### src/rtl/ex_muldiv.sv
// RV32M execute-stage multiply/divide unit: single-cycle multiply, restoring iterative divide.
// Optional MULDIV_EARLY_OUT_EN: divide-by-zero and signed overflow finish straight from IDLE.
module ex_muldiv #(
  parameter int WIDTH = 32
) (
  input  logic             clk,
  input  logic             rst,
  input  logic             start,
  input  logic [2:0]       op,
  input  logic [WIDTH-1:0] src_a,
  input  logic [WIDTH-1:0] src_b,
  input  logic             flush,
  output logic             busy,
  output logic             done,
  output logic [WIDTH-1:0] result
);

  localparam int CW = $clog2(WIDTH + 1);

  typedef enum logic [2:0] {S_IDLE, S_MUL, S_DIV, S_FIX, S_DONE} state_t;

  state_t           state, state_nxt;
  logic [1:0]       op_q;
  logic [WIDTH-1:0] a_q, b_q;
  logic [WIDTH-1:0] quo_q, rem_q, dvs_q;
  logic [CW-1:0]    cnt_q;
  logic             accept;
  logic             early;
  logic [WIDTH-1:0] early_res;

  assign accept = (state == S_IDLE) && start && !flush;

`ifdef MULDIV_EARLY_OUT_EN
  assign early = op[2] && ((src_b == '0) ||
                 (!op[0] && (src_a == {1'b1, {(WIDTH-1){1'b0}}}) && (src_b == '1)));
`else
  assign early = 1'b0;
`endif
  // Divide by zero: quotient all-ones, remainder dividend. Overflow: quotient dividend, remainder 0.
  assign early_res = (src_b == '0) ? (op[1] ? src_a : '1) : (op[1] ? '0 : src_a);

  // Multiply: op[1:0] 00 MUL, 01 MULH, 10 MULHSU, 11 MULHU
  logic                 a_sgn, b_sgn;
  logic [2*WIDTH-1:0]   a_ext, b_ext, prod;
  assign a_sgn = (op_q != 2'b11);
  assign b_sgn = (op_q == 2'b01);
  assign a_ext = {{WIDTH{a_sgn & a_q[WIDTH-1]}}, a_q};
  assign b_ext = {{WIDTH{b_sgn & b_q[WIDTH-1]}}, b_q};
  assign prod  = a_ext * b_ext;

  // Divide: op[0]=0 signed, op[1]=1 remainder
  logic             div_sgn, last;
  logic [WIDTH-1:0] a_mag, b_mag, quo_fix, rem_fix;
  logic [WIDTH:0]   sh, diff;
  assign div_sgn = !op_q[0];
  assign a_mag   = (div_sgn && a_q[WIDTH-1]) ? -a_q : a_q;
  assign b_mag   = (div_sgn && b_q[WIDTH-1]) ? -b_q : b_q;
  assign sh      = {rem_q, quo_q[WIDTH-1]};
  assign diff    = sh - {1'b0, dvs_q};
  assign last    = (cnt_q == CW'(WIDTH));
  assign quo_fix = (div_sgn && (a_q[WIDTH-1] ^ b_q[WIDTH-1]) && (b_q != '0)) ? -quo_q : quo_q;
  assign rem_fix = (div_sgn && a_q[WIDTH-1]) ? -rem_q : rem_q;

  always_ff @(posedge clk or posedge rst) begin
    if (rst) state <= S_IDLE;
    else     state <= state_nxt;
  end

  always_comb begin
    state_nxt = state;
    case (state)
      S_IDLE: if (accept) state_nxt = early ? S_DONE : (op[2] ? S_DIV : S_MUL);
      S_MUL:  state_nxt = S_DONE;
      S_DIV:  if (last) state_nxt = S_FIX;
      S_FIX:  state_nxt = S_DONE;
      S_DONE: state_nxt = S_IDLE;
      default: state_nxt = S_IDLE;
    endcase
    if (flush) state_nxt = S_IDLE;
  end

  always_comb begin
    busy = 1'b0;
    done = 1'b0;
    case (state)
      S_IDLE:               busy = start && !flush;
      S_MUL, S_DIV, S_FIX:  busy = 1'b1;
      S_DONE:               done = 1'b1;
      default: ;
    endcase
  end

  // First DIV cycle (cnt 0) loads operand magnitudes; cycles 1..WIDTH each retire one quotient bit.
  always_ff @(posedge clk or posedge rst) begin
    if (rst) begin
      op_q   <= '0;
      a_q    <= '0;
      b_q    <= '0;
      quo_q  <= '0;
      rem_q  <= '0;
      dvs_q  <= '0;
      cnt_q  <= '0;
      result <= '0;
    end else begin
      case (state)
        S_IDLE: if (accept) begin
          op_q  <= op[1:0];
          a_q   <= src_a;
          b_q   <= src_b;
          cnt_q <= '0;
          if (early) result <= early_res;
        end
        S_MUL: if (!flush) result <= (op_q == 2'b00) ? prod[WIDTH-1:0] : prod[2*WIDTH-1:WIDTH];
        S_DIV: begin
          cnt_q <= cnt_q + 1'b1;
          if (cnt_q == '0) begin
            quo_q <= a_mag;
            dvs_q <= b_mag;
            rem_q <= '0;
          end else if (!diff[WIDTH]) begin
            rem_q <= diff[WIDTH-1:0];
            quo_q <= {quo_q[WIDTH-2:0], 1'b1};
          end else begin
            rem_q <= sh[WIDTH-1:0];
            quo_q <= {quo_q[WIDTH-2:0], 1'b0};
          end
        end
        S_FIX: if (!flush) result <= op_q[1] ? rem_fix : quo_fix;
        default: ;
      endcase
    end
  end

endmodule
### config.mk
export PLATFORM = sky130hd
export DESIGN_NAME = ex_muldiv
export DESIGN_NICKNAME = d
export VERILOG_FILES = /design/src/rtl/ex_muldiv.sv
export SDC_FILE = /design/constraint.sdc
export NUM_CORES = 2
export LEC_CHECK = 0
export ABC_AREA = 1
export BUFFER_PORTS_ARGS = -buffer_cell sky130_fd_sc_hd__buf_4
export CORE_MARGIN = 2
export CORE_UTILIZATION = 35
export CTS_CLUSTER_SIZE = 10
export DETAILED_ROUTE_END_ITERATION = 8
export SYNTH_ARGS = -nofsm -noshare
export SYNTH_HDL_FRONTEND = slang
export SYNTH_SLANG_ARGS = --single-unit
### constraint.sdc
create_clock -name clk -period 7.8 [get_ports clk]
set_clock_uncertainty 0.15 [all_clocks]
set_input_delay 1.17 -clock clk [delete_from_list [all_inputs] [get_ports clk]]
set_output_delay 1.17 -clock clk [all_outputs]
set_load 0.02 [all_outputs]
== Word-level counts from Yosys, hierarchy flattened ==
Index checks and enable logic that the tools add are counted.
Storage, ports and cells
  flip-flop bits (word level): 203
  input port bits: 71
  output and inout bits: 34
Cells by class
  $add $sub $neg: 6
  multiply operators: 1
  equality and inequality tests: 12
  muxes and demuxes: 22
  bitwise gates (word level): 3
  reduce and logical (&&, ||, !) cells: 22
Operators with widths (count)
  32-bit two-way mux: 11
  32-bit negator: 4
  33-bit by 33-bit multiplier with 64-bit output: 1
  32-bit case mux with 2 select lines: 1
  33-bit by 32-bit subtractor with 33-bit output: 1
  32-bit nonzero test: 1
  6-bit case mux with 2 select lines: 1
  3-bit two-way mux: 3
  3-bit case mux with 3 select lines: 1
  2-bit inequality test, second input constant: 4
  2-bit AND reduction: 4
  1-bit logical AND: 7
  6-bit by 1-bit adder with 6-bit output, second input constant: 1
  3-bit by 2-bit equality test with 1-bit output, second input constant: 2
  6-bit equality test, second input constant: 1
  6-bit zero test: 1
  6-bit two-way mux: 1
  3-bit inequality test, second input constant: 2
  2-bit nonzero test: 2
  3-bit by 1-bit equality test with 1-bit output, second input constant: 1
  3-bit equality test, second input constant: 1
  3-bit zero test: 1
  3-bit AND reduction: 1
  3-bit OR reduction: 1
  other kinds (9): 12

== Depth between registers and ports, before layout ==
  depth after elaboration: 7
  mapped depth: 37

== Worst setup path after synthesis ==
No wires, ideal clock.
  path kind: register to register
  start point: register op_q[1]
  end point: register result[30]
  library setup time: 0.116 ns
  data arrival time: 7.324 ns
  required time: 7.534 ns
  slack: 0.210 ns
  cell stages (with the launch flop): 32
  buffers on the path: 2
  period minus slack after synthesis: 7.590 ns
  cells stage by stage: dfrtp_1 -> buf_2 -> nand2_1 -> inv_1 -> clkbuf_1 -> nor2_1 -> fa_1 -> inv_1 -> fa_1 -> inv_1 -> fa_1 -> inv_1 -> fa_1 -> fa_1 -> inv_1 -> fa_1 -> inv_1 -> fa_1 -> fa_1 -> inv_1 -> ha_1 -> inv_1 -> nor3_1 -> nand2_1 -> nor4_1 -> nand2_1 -> nand2_1 -> nand2_1 -> nand3_1 -> nand2_1 -> nand2_1 -> nand2_1
Between the ends
  cells in the longest elaborated chain, start to end: 6
RTL lines
  start: declaration: line 23  | logic [1:0] op_q;
  start signal: assignment: line 107  | op_q <= op[1:0];
  2-bit inequality test or 2-bit by 1-bit equality test with 1-bit output (tied branches): line 45, 46
  1-bit AND (on tied branches): line 47, 48
  33-bit by 33-bit multiplier with 64-bit output: line 49  | assign prod = a_ext * b_ext;
  32-bit two-way mux (2 in a row): line 113  | S_MUL: if (!flush) result <= (op_q == 2'b00) ? prod[WIDTH-1:0] : prod[2*WIDTH-1:WIDTH];
  32-bit case mux with 2 select lines *: line 105  | case (state)
  end signal: assignment: line 111  | if (early) result <= early_res;
  end signal: assignment: line 113
  end signal: assignment: line 128  | S_FIX: if (!flush) result <= op_q[1] ? rem_fix : quo_fix;
  end: declaration: line 15  | output logic [WIDTH-1:0] result
Every way passes the cells marked *; elsewhere a longest branch is shown, timed or not. The select of a mux whose other input is x is not followed.
A chain may end at the register's enable or synchronous reset.

== Worst setup path after layout ==
  start point: register op_q[1]
  end point: register result[27]
The elaborated chain is that of the path after synthesis.

==> out/summary.txt <==
Status: complete, no violations
Post-synth ARST share: 100%
Crit Path Class: register to register
CTS sink cnt: 203
N_diodes: 0
Pin count of the biggest net entering global routing: 83
Vias in the first global route: 49,600
I/O Buffers: 104
Clk buf depth: 3
Max FO, Critical Path: 16
Core area: 154,000 µm²
# IOs: 105
Mean post-synth cell area: 7.48 µm²
Synthesis-to-layout area growth: 13.4%
Die height: 398 µm
Drt first pass iters: 8
Die Area: 159,000 µm²
Yosys warnings: 0
Initial Utilization: 35.3%
Gr usage total: 24.8%
Number of antenna violations at the first check in global routing: 4
Drt wl/cell: 20.4 µm
CP required: 8180 ps
Setup TNS: 0 ps
Final period utilization: 98.3%
Fin util: 40.1%
Die Wd: 398 µm
Startpoint Class: register
CP max-delay cell: fa_2
CTS H-tree depth: 1
Post-synth EDFFs: 0
Hold Path Class: register to register
Clock Latency Late Sink: 590 ps
Tmin final: 7670 ps
Primary FF master, synth: dfrtp_1
Hold Vio Cnt, Final: 0
Synth top area cells: fa_1, nand2_1, inv_1
Most frequent cells in the layout: nand2_1, inv_1, fa_1
RSZ-0062 raised after global routing: yes
Place WS: -269 ps
CP most frequent cell: nand2_1
Final hold slack: 333 ps
First-pass GRT wire length: 301,000 µm
Routed via count: 47,600
Clk Tree Root Cell: clkbuf_16
Final setup margin: 135 ps
Final setup fails: 0
Top-area cell type share of the netlist area: 41.4%
Setup slack, reg-to-reg: 130 ps
Final nets: 8,914
Gr ovfl total: 0
Worst-path clk slew: 60 ps
Worst slew pin tran: 1090 ps
Slew Viols, Final: 0
Post-DP HPWL: 165,000 µm
FP Rows: 144
Area leader, netlist: fa_1
Mapped Cells: 7,278
WL final: 194,000 µm
Crit end category: register
DRT iter0 DRCs: 3,834
Max Clock Freq: 0.130 GHz
Hold Buf Count CTS: 0
TritonCTS clock tree: built
TritonCTS buffer count: 28
DRC: 0
Register area share after synthesis: 9.33%
Max-cap violations: 0
Most common cell after layout, fill and taps aside: nand2_1
Yosys cell types: 50
Yosys reg bits: 203
Final ANT Viol Nets: 0
Share of cells above drive strength 1: 9.93%
Global placer's final weighted congestion: 1.00
WP data arrival: 8050 ps
Syn_nets: 8,726
Slew headroom: 27.2%
Synthesized area: 54,500 µm²
Largest stage delay, worst path: 640 ps
Vias per cell: 5.00
-- worst max-delay path: cells and delay by family (launching register included) --
family / cells / cell delay, ps
buffers and inverters: 9 / 1120
AO/OA/AOI/OAI: 2 / 380
adder cells (fa/ha/maj): 9 / 4420
flip-flops: 1 / 360
AND/OR/NAND/NOR: 12 / 1160
-- routing by layer --
layer / GRT usage (%) / vias to the layer above / wire length, µm / share of wire (%)
met5: 0 / - / 21 / 0.011
met1: 34.3 / 24200 / 83600 / 43
met3: 3.53 / 299 / 13600 / 7.0
li1: - / 21500 / - / -
met2: 40.0 / 1629 / 89100 / 46
met4: 7.80 / 4 / 7510 / 3.9
-- sequential cells by signal (all words and copies together), names as in the netlist --
register	count
a_q	32
cnt_q	6
op_q	2
quo_q	32
b_q	32
state	3
dvs_q	32
result	32
rem_q	32
-- cell usage after synthesis, types with 9 or more instances --
library cell  count
nand3b_1          9
clkbuf_1        202
a21oi_1         213
buf_2            50
o21ai_1          37
ha_1            251
o21ai_0         253
nor4_1           10
buf_1            83
nand4_1          32
nand3_1         286
o221ai_1         23
a31oi_1          10
xor2_1           61
inv_2            14
inv_1          1860
nand2_1        1965
o21bai_1         35
fa_1           1126
nor2_1          412
xnor2_1          25
dfrtp_1         203
o22ai_1          13
buf_6            10
nor3_1           32
-- timing repair --
| action | CTS | global route |
|---|---|---|
| buffers inserted | 3 | 18 |
| endpoints found under the setup margin | 21 | 32 |
| gates resized for setup | 35 | 162 |
| pin swaps | 0 | 20 |
| cloned | 0 | 2 |
-- cell type report --
cell class | instances | area [µm²]
Inverter | 1876 | 7060
Fill cell | 16100 | 92400
Sequential cell | 203 | 5100
Clock inverter | 10 | 191
Multi-Input combinational cell | 4851 | 41500
Timing Repair Buffer | 506 | 4640
Tap cell | 2044 | 2560
Clock buffer | 34 | 773
-- logic make-up after synthesis --
| kind of cell | synth area share, % |
|---|---|
| compound gates | 6.15 |
| xor+xnor | 1.38 |
| fa+ha+maj | 47.2 |
| buf+inv | 15.6 |
| flops | 9.33 |
| mux | 0.0368 |
| simple gates | 20.3 |
-- stage by stage --
| step | cells | instance area (µm²) |
|---|---|---|
| floorplan | 7278 | 54500 |
| global placement | 9457 | 60000 |
| detailed placement | 9457 | 60000 |
| CTS | 9504 | 61100 |
| global route | 9524 | 61800 |
| finish | 9524 | 61800 |
-- worst paths after layout --
kind	startpoint	end	cells past startpoint
worst max-delay path	op_q[1]	result[27]	32
worst min register to register	result[11]	result[11]	2
min in group asynchronous	rst	dvs_q[12]	2
worst max register to register	op_q[1]	result[27]	32
worst min-delay path	result[11]	result[11]	2
max in group asynchronous	rst	a_q[30]	3
Power is not shown: default switching activity piles up to over one toggle a cycle in this logic, so the estimate is an artifact.
